[config.mk]
export PLATFORM = sky130hd
export DESIGN_NAME = clk_10k_gen
export DESIGN_NICKNAME = d
export VERILOG_FILES = /design/src/rtl/clk_10k_gen.sv
export SDC_FILE = /design/constraint.sdc
export NUM_CORES = 1
export LEC_CHECK = 0
export CORE_ASPECT_RATIO = 0.7
export CORE_MARGIN = 8
export CORE_UTILIZATION = 59
export DETAILED_ROUTE_END_ITERATION = 10
export GPL_ROUTABILITY_DRIVEN = 0
export PLACE_DENSITY = 0.84
export SYNTH_ARGS = -nofsm -noshare
export SYNTH_HDL_FRONTEND = slang
export SYNTH_SLANG_ARGS = --single-unit
export TNS_END_PERCENT = 10
[constraint.sdc]
create_clock -name clk_sys -period 3.6 [get_ports clk_sys]
set_input_delay 1.08 -clock clk_sys [delete_from_list [all_inputs] [get_ports clk_sys]]
set_output_delay 1.08 -clock clk_sys [all_outputs]
set_load 0.02 [all_outputs]
[src/rtl/clk_10k_gen.sv]
// clk_10k_gen: glitch-free programmable divider producing clk_10k from clk_sys; define CLK_10K_GEN_STROBE_EN to build the clk_10k_en strobe
module clk_10k_gen #(
  parameter int CNT_W       = 16,
  parameter int DIV_DEFAULT = 4000
) (
  input  logic             clk_sys,
  input  logic             rst_n,
  input  logic             run,
  input  logic             div_wr,
  input  logic [CNT_W-1:0] div_in,
  output logic             div_ack,
  output logic             div_err,
  output logic             clk_10k,
  output logic             clk_10k_en
);
  typedef enum logic {IDLE, RUN} state_t;
  state_t state, state_n;
  logic [CNT_W-1:0] cnt, cnt_n, div_act, act_n, div_pend, pend_n, half;
  logic pend_v, pend_v_n, clk_n, bnd, apply, bad, good_wr;
  assign half     = div_act >> 1;
  assign bnd      = (state == IDLE) || (cnt == div_act - CNT_W'(1));
  assign apply    = bnd && pend_v;
  assign bad      = div_in < CNT_W'(2);
  assign good_wr  = div_wr && !bad;
  assign act_n    = apply ? div_pend : div_act;
  assign pend_n   = good_wr ? div_in : div_pend;
  assign pend_v_n = good_wr || (pend_v && !apply);
  // period boundaries (idle or wrap) restart the count and open a high phase only while run is held
  always_comb begin
    state_n = bnd ? (run ? RUN : IDLE) : state;
    cnt_n   = bnd ? '0 : cnt + CNT_W'(1);
    clk_n   = bnd ? run : (cnt == half - CNT_W'(1) ? 1'b0 : clk_10k);
  end
  // state, counter, divisor bookkeeping and registered outputs
  always_ff @(posedge clk_sys or negedge rst_n) begin
    if (!rst_n) begin
      state    <= IDLE;
      cnt      <= '0;
      clk_10k  <= 1'b0;
      div_ack  <= 1'b0;
      div_err  <= 1'b0;
      div_act  <= CNT_W'(DIV_DEFAULT);
      div_pend <= '0;
      pend_v   <= 1'b0;
    end else begin
      state    <= state_n;
      cnt      <= cnt_n;
      clk_10k  <= clk_n;
      div_ack  <= apply;
      div_err  <= div_wr && bad;
      div_act  <= act_n;
      div_pend <= pend_n;
      pend_v   <= pend_v_n;
    end
  end
`ifdef CLK_10K_GEN_STROBE_EN
  // strobe flags the edge on which clk_10k goes from low to high
  always_ff @(posedge clk_sys or negedge rst_n) begin
    if (!rst_n) clk_10k_en <= 1'b0;
    else clk_10k_en <= clk_n && !clk_10k;
  end
`else
  assign clk_10k_en = 1'b0;
`endif
endmodule
Yosys cells after proc, flatten, opt, wreduce, memory -nomap -nowiden. Cells that the tools add are included.

Memories: 0. Input port bits: 20. Bits in writable memories: 0. Flip-flop bits (word level): 53. ROM bits: 0. Word-level logic and storage cells: 28. Latch bits: 0. Output and inout port bits: 4.

Shift-type cells: 0. Bitwise gates (word level): 1. Divide/modulo/power cells: 0. Reduce and logical (&&, ||, !) cells: 9. Equal/unequal tests: 2. Add/sub/neg operators: 3. $mul: 0. Multiplexer cells: 4. $lt $le $gt $ge: 1.

Operator list (number): 16-bit == test (2); 16-bit by 1-bit adder with 16-bit output, second input constant (1); 16-bit by 2-bit less-than comparator with 1-bit output, second input constant (1); 16-bit 2-to-1 mux (1); 15-bit by 1-bit subtractor with 16-bit output, second input constant (1); 16-bit by 1-bit subtractor with 16-bit output, second input constant (1); 1-bit logical AND (4); 1-bit 2-to-1 mux (3); 1-bit logical NOT (2); 1-bit logical OR (2); 2-bit nonzero test (1); 1-bit inverter (1).

Depth between registers and ports, before layout.
Depth after elaboration: 7. Gate-level depth with buffers: 11.

Worst setup path after synthesis. No wires, ideal clock.

Path type: register -> register. From: reg div_act[2]. To: reg div_act[12]. Data arrival time: 2.754 ns. Path slack: 0.721 ns. Stages on the path, launching flop included: 11. Path through: dfrtp_1 > inv_1 > ha_1 > or4b_2 > nor4_1 > mux2i_1 > a22oi_1 > o2111a_2 > o21ai_4 > buf_6 > mux2_4.

Longest elaborated chain between the ends: 4.

RTL lines: from (decl) (line 18) `logic [CNT_W-1:0] cnt, cnt_n, div_act, act_n, div_pend, pend_n, half;`; from (signal assigned) (line 42) `div_act <= CNT_W'(DIV_DEFAULT);`; from (signal assigned) (line 51) `div_act <= act_n;`; 16-bit by 1-bit subtractor with 16-bit output (line 21) `assign bnd = (state == IDLE) || (cnt == div_act - CNT_W'(1));`; 16-bit == test (line 21); 1-bit logical OR (line 21); 1-bit logical AND (line 22) `assign apply = bnd && pend_v;`.

No other way between the ends. A chain may end at the register's enable or synchronous reset.

Worst setup path after layout.
From: reg div_act[0]. To: reg div_act[14].

The elaborated chain is that of the path after synthesis.

==> metrics.txt <==
mux share of post-synthesis cell area=14.4%; area share of xor/xnor cells in the synthesized design=13.0%; peak per-stage delay on the critical path=550 ps; die height=77.9 µm; drt first-iter violations=107; Post-synth EDFFs=0; RSZ-0062 raised after global routing=no; die area=0.00814 mm²; Total Power=1050 µW; post-route DRC violation count=0; Worst Max-Slew Pin Slew=769 ps; Slew Limit Fails=0; worst vdd ir=0.232 mV; top cell type's share of synthesized area=36.4%; compound-cell area share of the yosys netlist=7.55%; final setup vio count=0; CTS Root Buffer Type=clkbuf_8; initial core utilization=61.5%; first-pass GRT wire length=11.8 mm; Longest Clk Path Bufs=2; synth unique cells=51; Clk pin slew, worst setup/hold paths=100 ps; Final min period=3290 ps; Setup WS post-layout=308 ps; GR Util All Layers=17.4%; Adder-Cell Fraction of Synth Area=1.16%; Tcrit/Tclk final=91.4%; largest cells by area after synthesis=dfrtp_1 36%, mux2_2 8.0%, xnor2_1 7.0%, xor2_1 6.0%, dfstp_2 4.9%; slowest CP cell=or4_1; endpoint class of the critical path=register; Critical Path RT=3800 ps; Hold Crit Class=reg2reg; Leakage Power=0.00156 µW; Chip Width=104 µm; share of layout cells above drive strength 1=17.6%; CP Buf/Inv Count=2; FFs w/ async S/R, synth=100%; critical path peak fanout=17; largest net degree at the start of global routing=35; Cell Pwr Density=294 mW/mm²; Ys Warns=0; Clk Latency, worst-skew pair=310 ps; ys flop type=dfrtp_1; Core Area=0.00526 mm²; Final nets=351; Port Buffers=22; DR vias=2332; number of global-route vias before repair=2426; status=complete, no violations; total grt overflow=0; largest family of logic cells by synthesized area=simple AND/OR/NAND/NOR gates; Post-CTS Setup Inserts=0; final hold vios=0; WL per Instance=16.9 µm; Cell Chain, Critical Path=inv_1 > ha_1 > nor3b_1 > a21boi_0 > or4_1 > a22oi_1 > o2111a_2 > o21ai_4 > buf_4 > mux2_4; drt total wl=6.80 mm; MaxCap Viol Count=0; critical path type=reg2reg; IO Pins=24; Via density=5.82; Sink Count=53; cell taking the most area after synthesis=dfrtp_1; Avg Inst Size Synth=10.2 µm²; Crit path max-delay family=simple AND/OR/NAND/NOR gates; # rows=22; CTS tree=yes; DRT antenna net count=0; antenna violations before repair=0; Final Skew=6.64 ps; Layout fillers=398; setup TNS=0 ps; post-synthesis simple-gate area fraction=17.6%; Area growth, synth to finish=10.5%; dpl hpwl=5.06 mm; CTS buffer count=5; Diodes inserted=0; most frequent cells in the layout=47 x dfrtp_1, 27 x nor2_1, 26 x xnor2_1; Post-Synthesis Cells=317; syn nets=340; Place WS=463 ps; iteration count of the initial detailed-routing pass=4; sequential area share after synthesis=41.3%; Seq cells post-synth=53; H-tree Lvls=2; hold buffer count at cts=0; Synth Cell Area=0.00323 mm²; Max Fclk=304 MHz; CP arrival=3490 ps; commonest non-fill, non-tap cell in the layout=dfrtp_1; startpoint type of the worst setup path=register; Worst slew margin=48.7%; post_cts resized=0
==> logic make-up after synthesis <==
logic type | Yosys count
buf+inv | 36
compound gates | 33
fa+ha+maj | 3
simple gates | 104
other cells | 1
mux | 39
xor+xnor | 48
flops | 53
==> state kept, by name, indices dropped and copies added (netlist names) <==
register	cells
clk_10k	1
cnt	16
div_ack	1
div_act	16
div_err	1
div_pend	16
pend_v	1
state	1
==> stage by stage <==
step	util [%]	instance area (µm²)	instances	hold WS (ps)
after global routing	67.9	3570	401	539
final	67.9	3570	401	513
after floorplan	-	3230	317	477
after detailed placement	66.0	3470	393	494
after CTS	67.9	3570	401	519
after global placement	66.0	3470	393	488
==> worst reg2reg max path: cells and delay by family, from the launching register on <==
kind	cells	cell delay (ps)
AO/OA/AOI/OAI	4	740
adder cells (fa/ha/maj)	1	250
buffers and inverters	2	370
flip-flops	1	480
multiplexers	1	320
AND/OR/NAND/NOR	2	1030
==> Yosys cell counts (4+ instances only) <==
master / count
nor3_1: 10
mux2_2: 23
nand3_1: 11
xor2_1: 22
dfstp_2: 6
mux2i_1: 7
nor4_1: 11
o21ai_0: 6
xnor2_1: 26
mux2_4: 9
and3_1: 5
nor2_1: 27
inv_1: 11
nand2b_1: 7
nand2_1: 8
dfrtp_1: 47
clkbuf_1: 18
nand4_1: 4
==> final timing paths <==
path                            slack [ps]         start          end  cells after the start
worst max register to register         310    div_act[0]  div_act[14]                     10
worst min-delay path                   510  div_pend[11]  div_act[11]                      1
min in group asynchronous              830         rst_n       cnt[2]                      1
worst max-delay path                   310    div_act[0]  div_act[14]                     10
worst min register to register         510  div_pend[11]  div_act[11]                      1
max in group asynchronous             2130         rst_n  div_act[15]                      2
==> area by class of cell <==
class | instances | area [µm²] | area share [%]
clock inverter | 2 | 17.5 | 0.490
timing repair buffer | 29 | 268 | 7.50
tap | 72 | 90.1 | 2.52
sequential | 53 | 1330 | 37.3
multi-input combinational | 228 | 1740 | 48.7
clock buffer | 6 | 82.6 | 2.31
inverter | 11 | 41.3 | 1.16
==> routing by layer <==
layer	track usage, %	part of all wire [%]	vias to the layer above
met1	24.5	50	1112
met3	3.96	5.9	18
met4	5.32	1.9	0
met5	0	0	-
met2	26.1	42	77
li1	-	-	1125
==> report_power, final <==
| part | switching (µW) | total, µW | leakage, µW | internal (µW) |
|---|---|---|---|---|
| combinational | 25.9 | 62.3 | 0.000858 | 36.3 |
| clock | 205 | 365 | 0.0000518 | 160 |
| sequential | 10.4 | 624 | 0.000652 | 613 |
(Power assumes the default switching activity.)
